File: src/rtl/scan_chain_ctrl.sv
// scan_chain_ctrl: sequencer for one serial scan chain.
// Each accepted START shifts a parallel pattern into the chain (MSB first),
// collects the old chain contents from SO into UNLOAD_DATA, then gives the
// chain one functional capture clock with SE low before pulsing DONE.
//
// Handshake: START is a level sampled only while idle; it is accepted on the
// edge where it is high in IDLE, BUSY rises after that edge, and DONE pulses
// for exactly one cycle once the capture edge has happened. ABORT drops any
// operation in progress at the edge it is sampled, with no DONE.
module scan_chain_ctrl #(
  parameter  int CHAIN_LEN = 16,
  localparam int CNT_W     = $clog2(CHAIN_LEN + 1)
) (
  input  logic                 CLK,
  input  logic                 RST,
  input  logic                 START,
  input  logic                 ABORT,
  input  logic [CHAIN_LEN-1:0] LOAD_DATA,
  input  logic                 SO,
  output logic                 SE,
  output logic                 SI,
  output logic                 BUSY,
  output logic                 DONE,
  output logic [CHAIN_LEN-1:0] UNLOAD_DATA
);

  typedef enum logic [1:0] {
    ST_IDLE    = 2'd0,
    ST_SHIFT   = 2'd1,
    ST_CAPTURE = 2'd2,
    ST_DONE    = 2'd3
  } state_t;

  localparam logic [CNT_W-1:0] LAST_SHIFT = CNT_W'(CHAIN_LEN - 1);

  state_t               state;
  state_t               state_nxt;
  logic [CNT_W-1:0]     cnt;
  logic [CNT_W-1:0]     cnt_nxt;
  logic [CHAIN_LEN-1:0] pattern;
  logic [CHAIN_LEN-1:0] pattern_nxt;
  logic                 se_nxt;
  logic                 si_nxt;
  logic                 busy_nxt;
  logic                 done_nxt;
  logic                 unload_we;
  logic [CNT_W-1:0]     unload_idx;
  logic                 last_shift;

  // cnt counts completed shifts; shift k writes SO into bit N-1-k.
  assign last_shift = (cnt == LAST_SHIFT);
  assign unload_idx = LAST_SHIFT - cnt;

  // Next-state and next-output logic; SE/SI/BUSY/DONE are computed here and
  // registered below so they leave the block straight from flops.
  always_comb begin
    state_nxt   = state;
    cnt_nxt     = cnt;
    pattern_nxt = pattern;
    se_nxt      = 1'b0;
    si_nxt      = 1'b0;
    busy_nxt    = 1'b0;
    done_nxt    = 1'b0;
    unload_we   = 1'b0;

    if (ABORT) begin
      state_nxt = ST_IDLE;
    end else begin
      case (state)
        ST_IDLE: begin
          if (START) begin
            state_nxt   = ST_SHIFT;
            cnt_nxt     = '0;
            pattern_nxt = LOAD_DATA;
            se_nxt      = 1'b1;
            si_nxt      = LOAD_DATA[CHAIN_LEN-1];
            busy_nxt    = 1'b1;
          end
        end

        ST_SHIFT: begin
          // The pattern rotates so the bit for the next shift is always at
          // CHAIN_LEN-2; after N shifts it is back in its original order.
          unload_we   = 1'b1;
          cnt_nxt     = cnt + CNT_W'(1);
          pattern_nxt = {pattern[CHAIN_LEN-2:0], pattern[CHAIN_LEN-1]};
          busy_nxt    = 1'b1;
          if (last_shift) begin
            state_nxt = ST_CAPTURE;
          end else begin
            se_nxt = 1'b1;
            si_nxt = pattern[CHAIN_LEN-2];
          end
        end

        ST_CAPTURE: begin
          // SE is already low this cycle, so this edge is the capture clock.
          state_nxt = ST_DONE;
          done_nxt  = 1'b1;
        end

        ST_DONE: begin
          // START is deliberately not looked at here.
          state_nxt = ST_IDLE;
        end

        default: begin
          state_nxt = ST_IDLE;
        end
      endcase
    end
  end

  // State, counter, pattern and registered chain-facing outputs.
  always_ff @(posedge CLK) begin
    if (RST) begin
      state   <= ST_IDLE;
      cnt     <= '0;
      pattern <= '0;
      SE      <= 1'b0;
      SI      <= 1'b0;
      BUSY    <= 1'b0;
      DONE    <= 1'b0;
    end else begin
      state   <= state_nxt;
      cnt     <= cnt_nxt;
      pattern <= pattern_nxt;
      SE      <= se_nxt;
      SI      <= si_nxt;
      BUSY    <= busy_nxt;
      DONE    <= done_nxt;
    end
  end

  // Unload register: one bit per shift edge, untouched otherwise so partial
  // results survive an ABORT and the full result stays put after DONE.
  always_ff @(posedge CLK) begin
    if (RST) begin
      UNLOAD_DATA <= '0;
    end else begin
      for (int i = 0; i < CHAIN_LEN; i++) begin
        if (unload_we && (unload_idx == CNT_W'(i))) begin
          UNLOAD_DATA[i] <= SO;
        end
      end
    end
  end

endmodule

File: config.mk
export PLATFORM = sky130hd
export DESIGN_NAME = scan_chain_ctrl
export DESIGN_NICKNAME = d
export VERILOG_FILES = /design/src/rtl/scan_chain_ctrl.sv
export SDC_FILE = /design/constraint.sdc
export NUM_CORES = 1
export LEC_CHECK = 0
export BUFFER_PORTS_ARGS = -buffer_cell sky130_fd_sc_hd__clkbuf_2
export CAP_MARGIN = 10
export CORE_ASPECT_RATIO = 0.7
export CORE_MARGIN = 2
export CORE_UTILIZATION = 57
export CTS_BUF_LIST = sky130_fd_sc_hd__clkbuf_4
export CTS_CLUSTER_DIAMETER = 120
export DETAILED_ROUTE_END_ITERATION = 8
export GPL_ROUTABILITY_DRIVEN = 0
export PLACE_DENSITY = 0.85
export SYNTH_ARGS = -nofsm -noshare
export SYNTH_HDL_FRONTEND = slang
export SYNTH_SLANG_ARGS = --single-unit
File: constraint.sdc
create_clock -name CLK -period 1.7 [get_ports CLK]
set_input_delay 0.255 -clock CLK [delete_from_list [all_inputs] [get_ports CLK]]
set_output_delay 0.255 -clock CLK [all_outputs]
set_load 0.01 [all_outputs]
---- Yosys cells after proc, flatten, opt, wreduce, memory -nomap -nowiden ----
Index checks and enable logic that the tools add are counted.
cells by class
  $add $sub $neg .......................... 2
  eq/ne operators ......................... 21
  muxes and demuxes ....................... 17
  bitwise logic cells ..................... 1
  reductions and logical operators ........ 22
operators with widths
  kind                   number
  $eq A5 B4 Y1 const B   9
  $pmux W16 S2           1
  $eq A5 B3 Y1 const B   4
  $logic_and A1 B1 Y1    16
  $mux W16               1
  $eq A5 B2 Y1 const B   2
  $pmux W5 S2            1
  $pmux W2 S4            1
  $mux W1                7
  $pmux W1 S2            3
  $add A5 B1 Y5 const B  1
  $eq A5 B1 Y1 const B   1
  $logic_not A5 Y1       1
  $mux W5                1
  $sub A4 B5 Y5 const A  1
  $eq A2 B2 Y1 const B   2
  $mux W2                2
  $ne A2 B2 Y1 const B   2
  $reduce_and A3 Y1      1
  $eq A2 B1 Y1 const B   1
  $logic_not A2 Y1       1
  $reduce_and A2 Y1      1
  $reduce_bool A2 Y1     1
  $reduce_or A2 Y1       1
  $not A1 Y1             1
storage, ports and cells
  flip-flop bits (word level) ............. 43
  bits of input ports ..................... 21
  output and inout bits ................... 20
  word-level logic and storage cells ...... 86

---- Longest topological paths before layout ----
  depth after elaboration ................. 4
  mapped depth ............................ 7
  mapped depth without buffers ............ 7

---- Least setup slack after synthesis ----
No wires, ideal clock.
  kind .................................... register to register
  from .................................... register state[0]
  to ...................................... register cnt[2]
  setup time .............................. 0.070 ns
  arrival ................................. 1.421 ns
  required time ........................... 1.630 ns
  setup slack ............................. 0.208 ns
  cell stages (with the launch flop) ...... 8
  buffers on the path ..................... 1
  clock period less this slack ............ 1.492 ns
  cell sequence ........................... dfxtp_1 inv_1 ha_1 nand2b_4 a21oi_4 buf_6 nand4b_1 a21oi_1
on the way
  word-level cells in the longest chain between the ends .. 3
  elaborated cells on any way between the ends .. 6
  classes of those cells .................. eq/ne: 2; mux: 1; reduce/logical: 3
ends and longest elaborated chain
  what                                                          RTL line  text
  from (decl)                                                   36        state_t state;
  from (signal assigned)                                        125       state <= state_nxt;
  $eq A2 B1 Y1 or $logic_not A2 Y1 (tied branches)              69        case (state)
  $reduce_bool A2 Y1 (no line) or $ne A2 B2 Y1 (tied branches)  --
  $reduce_and A3 Y1 (no line)                                   --
  to (signal assigned)                                          126       cnt <= cnt_nxt;
  to (decl)                                                     38        logic [CNT_W-1:0] cnt;
Several ways; a longest one is shown, not always the timed one.
A chain may end at the register's enable or synchronous reset.

---- Worst setup path in the final report ----
  from .................................... register state[1]
  to ...................................... register pattern[13]
on the way
  word-level cells in the longest chain between the ends .. 3
  elaborated cells on any way between the ends .. 6
  classes of those cells .................. eq/ne: 2; mux: 1; reduce/logical: 3
ends and longest elaborated chain
  what                                                          RTL line  text
  $eq A2 B1 Y1 or $logic_not A2 Y1 (tied branches)              69
  $reduce_bool A2 Y1 (no line) or $ne A2 B2 Y1 (tied branches)  --
  $reduce_and A3 Y1 (no line)                                   --
  to (signal assigned)                                          127       pattern <= pattern_nxt;
  to (decl)                                                     40        logic [CHAIN_LEN-1:0] pattern;
Several ways; a longest one is shown, not always the timed one.

==> impl_metrics.tcl <==
set metrics [dict create \
    critPathRequiredTime_ps 1960 \
    ys_seq_area_frac 0.406 \
    ys_top_cells_by_area "dfxtp_1 (41%), mux2i_1 (11%), a211oi_2 (5.3%)" \
    p_per_area_nw_per_um2 725 \
    worstSkewPairLatency_ps 350 \
    skew_ps 3.06 \
    drc_errors 0 \
    grt_max_degree 38 \
    crit_path_end_kind "flip-flop" \
    placed_area_um2 2380 \
    async_reset_ff_frac 0 \
    reg2reg_to "pattern[13]" \
    met3_usage 0.0487 \
    top_usage_layer "met1" \
    antenna_left 0 \
    die_area_um2 4230 \
    wl_per_cell_um 13.7 \
    worst_pin_slew_ps 421 \
    drt-total-wl_mm 4.41 \
    synth_cells 230 \
    cts_buffer_depth 2 \
    use_met1 0.316 \
    overflow 0 \
    r2r_slack_ps 50 \
    io_buffer_count 40 \
    nets 301 \
    cts.reportedPaths.clkPinSlew_ps 120 \
    synth_area_um2 2120 \
    drt_iter0_drc 154 \
    cts_root_buffer "clkbuf_4" \
    grtUsageMet2 0.306 \
    fmax_mhz 606 \
    finalHoldViolCount 0 \
    outcome "completed" \
    ys_ff_latch 43 \
    critPathArrivalTime_ps 1910 \
    slew_headroom 0.719 \
    cp-start-kind "flip-flop" \
    cts_tree "done" \
    fillers 282 \
    crit_chain "inv_1, ha_1, nand2b_4, a21oi_4, buf_12, nor2_1, a211oi_1" \
    vdd.ir_drop.worst_mv 0.454 \
    synthesis.nets 259 \
    ys.warnings.count 0 \
    min_path_type "in2reg" \
    area_growth_pct 16.8 \
    p_comb_frac 0.150 \
    synth_cell_types 37 \
    die_w_um 76.9 \
    gr-usage-all-layers 0.215 \
    drive_above_1_share 0.298 \
    min_path_cells 3 \
    min_from "LOAD_DATA[15]" \
    h-tree-depth 2 \
    p_sw_uw 482 \
    n_antenna_cell 0 \
    antenna_found_initial 0 \
    grt_pass1_vias 1465 \
    via_per_inst 5.53 \
    p_leak_uw 0.00100 \
    place_hpwl_mm 3.03 \
    drt_pre_antenna_iters 4 \
    crit_buf_inv 2 \
    num_io_pins 41 \
    yosysMostFrequentCell "dfxtp_1" \
    synth_top_area_share 0.406 \
    synth_edf_count 0 \
    swShare 0.269 \
    setup_viol 0 \
    crit_fanout 19 \
    p_clk_frac 0.256 \
    crit_family "compound AO/OA/AOI/OAI gates" \
    yosys-top-cells-count "dfxtp_1 (43), nor2_1 (27), nand2_1 (25), mux2i_1 (23), nand3_1 (19)" \
    internal_power_uw 1310 \
    drv_cap 0 \
    die_h_um 55.0 \
    start_util 0.600 \
    critPathMaxStageDelay_ps 390 \
    cpMaxStageDelayCell "dfxtp_1" \
    slew_viol_final 0 \
    stdcell_area_um2 2480 \
    period_needed_ps 1650 \
    numClockSinks 43 \
    p_seq_frac 0.594 \
    cts_buffers 5 \
    critPathKind "reg2reg" \
    rr_worst_depth 7 \
    r2r-start "state[1]" \
    whs_endpoint "SI" \
    finalCritPeriodShare 0.971 \
    vias 1780 \
    num_rows 18 \
    ctsHoldBuffers 0 \
    grt_first_pass_wirelength_mm 7.02 \
    synth.avg_cell_area_um2 9.22 \
    yosys.area.top_type "dfxtp_1" \
    fin_util 0.700 \
    core_um2 3540 \
    ys.flop_type "dfxtp_1" \
]
-- per-stage QoR --
stage                     power (uW)  hold WS [ps]  cells  worst slack [ps]  setup TNS [ps]
after global routing            1880           201    322             -50.8            -110
after CTS                       1790           192    321              60.7               0
after global placement          1330           444    314               129               0
after detailed placement        1340           448    314              99.8               0
final                           1800           201    322              49.1               0
after floorplan                 1270           428    230               208               0
-- layer usage --
| layer | vias to the layer above | part of all wire |
|---|---|---|
| met5 | - | 0 |
| met4 | 0 | 0.014 |
| met3 | 7 | 0.063 |
| met2 | 45 | 0.42 |
| met1 | 837 | 0.50 |
| li1 | 891 | - |
-- sequential cells by signal, summed over array words and instances, names as in the netlist --
| signal | cells |
|---|---|
| UNLOAD_DATA | 16 |
| pattern | 16 |
| cnt | 5 |
| state | 2 |
| BUSY | 1 |
| DONE | 1 |
| SE | 1 |
| SI | 1 |
-- how the worst max path moves through the flow --
stage | startpoint | to | slack, ps | cells past startpoint
2_1_floorplan | state[0] | cnt[2] | 210 | 7
3_3_place_gp | state[1] | UNLOAD_DATA[2] | 130 | 7
3_5_place_dp | state[0] | pattern[0] | 100 | 7
4_1_cts | state[1] | UNLOAD_DATA[11] | 60 | 6
5_1_grt | cnt[1] | UNLOAD_DATA[2] | -50 | 7
6_report | state[1] | pattern[13] | 50 | 7
-- layout make-up --
cell class,instances,area [um^2],share of cell area
well taps,50,62.6,0.0253
inverters,6,22.5,0.00910
clock inverters,2,8.76,0.00354
repair buffers,55,343,0.138
clock buffers,5,37.5,0.0152
multi-input cells,161,1140,0.460
flip-flops and latches,43,863,0.349
-- repair_timing --
item | CTS | global route
setup buffers | 0 | 0
resized for setup | 0 | 6
setup endpoints to repair | 0 | 17
-- cell usage in the layout, fill, tap and decap left out, types with 2 or more instances in the layout --
master,synthesis,layout
buf_4,3,13
dfxtp_2,0,2
a211oi_2,9,9
nor2_1,27,27
a211oi_1,7,7
ha_1,8,7
nand3_1,19,19
nor4bb_2,0,2
inv_1,6,6
clkbuf_2,0,40
a21boi_0,2,2
nand2_1,25,25
a21oi_1,17,17
clkbuf_4,0,5
nor2b_1,3,3
mux2i_1,23,23
dfxtp_1,43,41
-- cell families after synthesis --
logic type | Yosys count | share of synthesized area
simple gates | 87 | 0.206
compound gates | 43 | 0.163
flops | 43 | 0.406
buf+inv | 26 | 0.0690
mux | 23 | 0.109
fa+ha+maj | 8 | 0.0472
-- worst register-to-register path: stages, from the launching register on --
cell and delay, ps:
dfxtp_1 390, inv_1 100, ha_1 230, nand2b_4 170, a21oi_4 210, buf_12 180
nor2_1 50, a211oi_1 240
-- power groups by stage --
stage               clock network (uW)  logic (uW)  registers [uW]
floorplan                            0         188            1080
global placement                     0         245            1090
detailed placement                   0         251            1090
CTS                                471         253            1070
global route                       511         293            1070
finish                             459         269            1070
(Power assumes the default switching activity.)
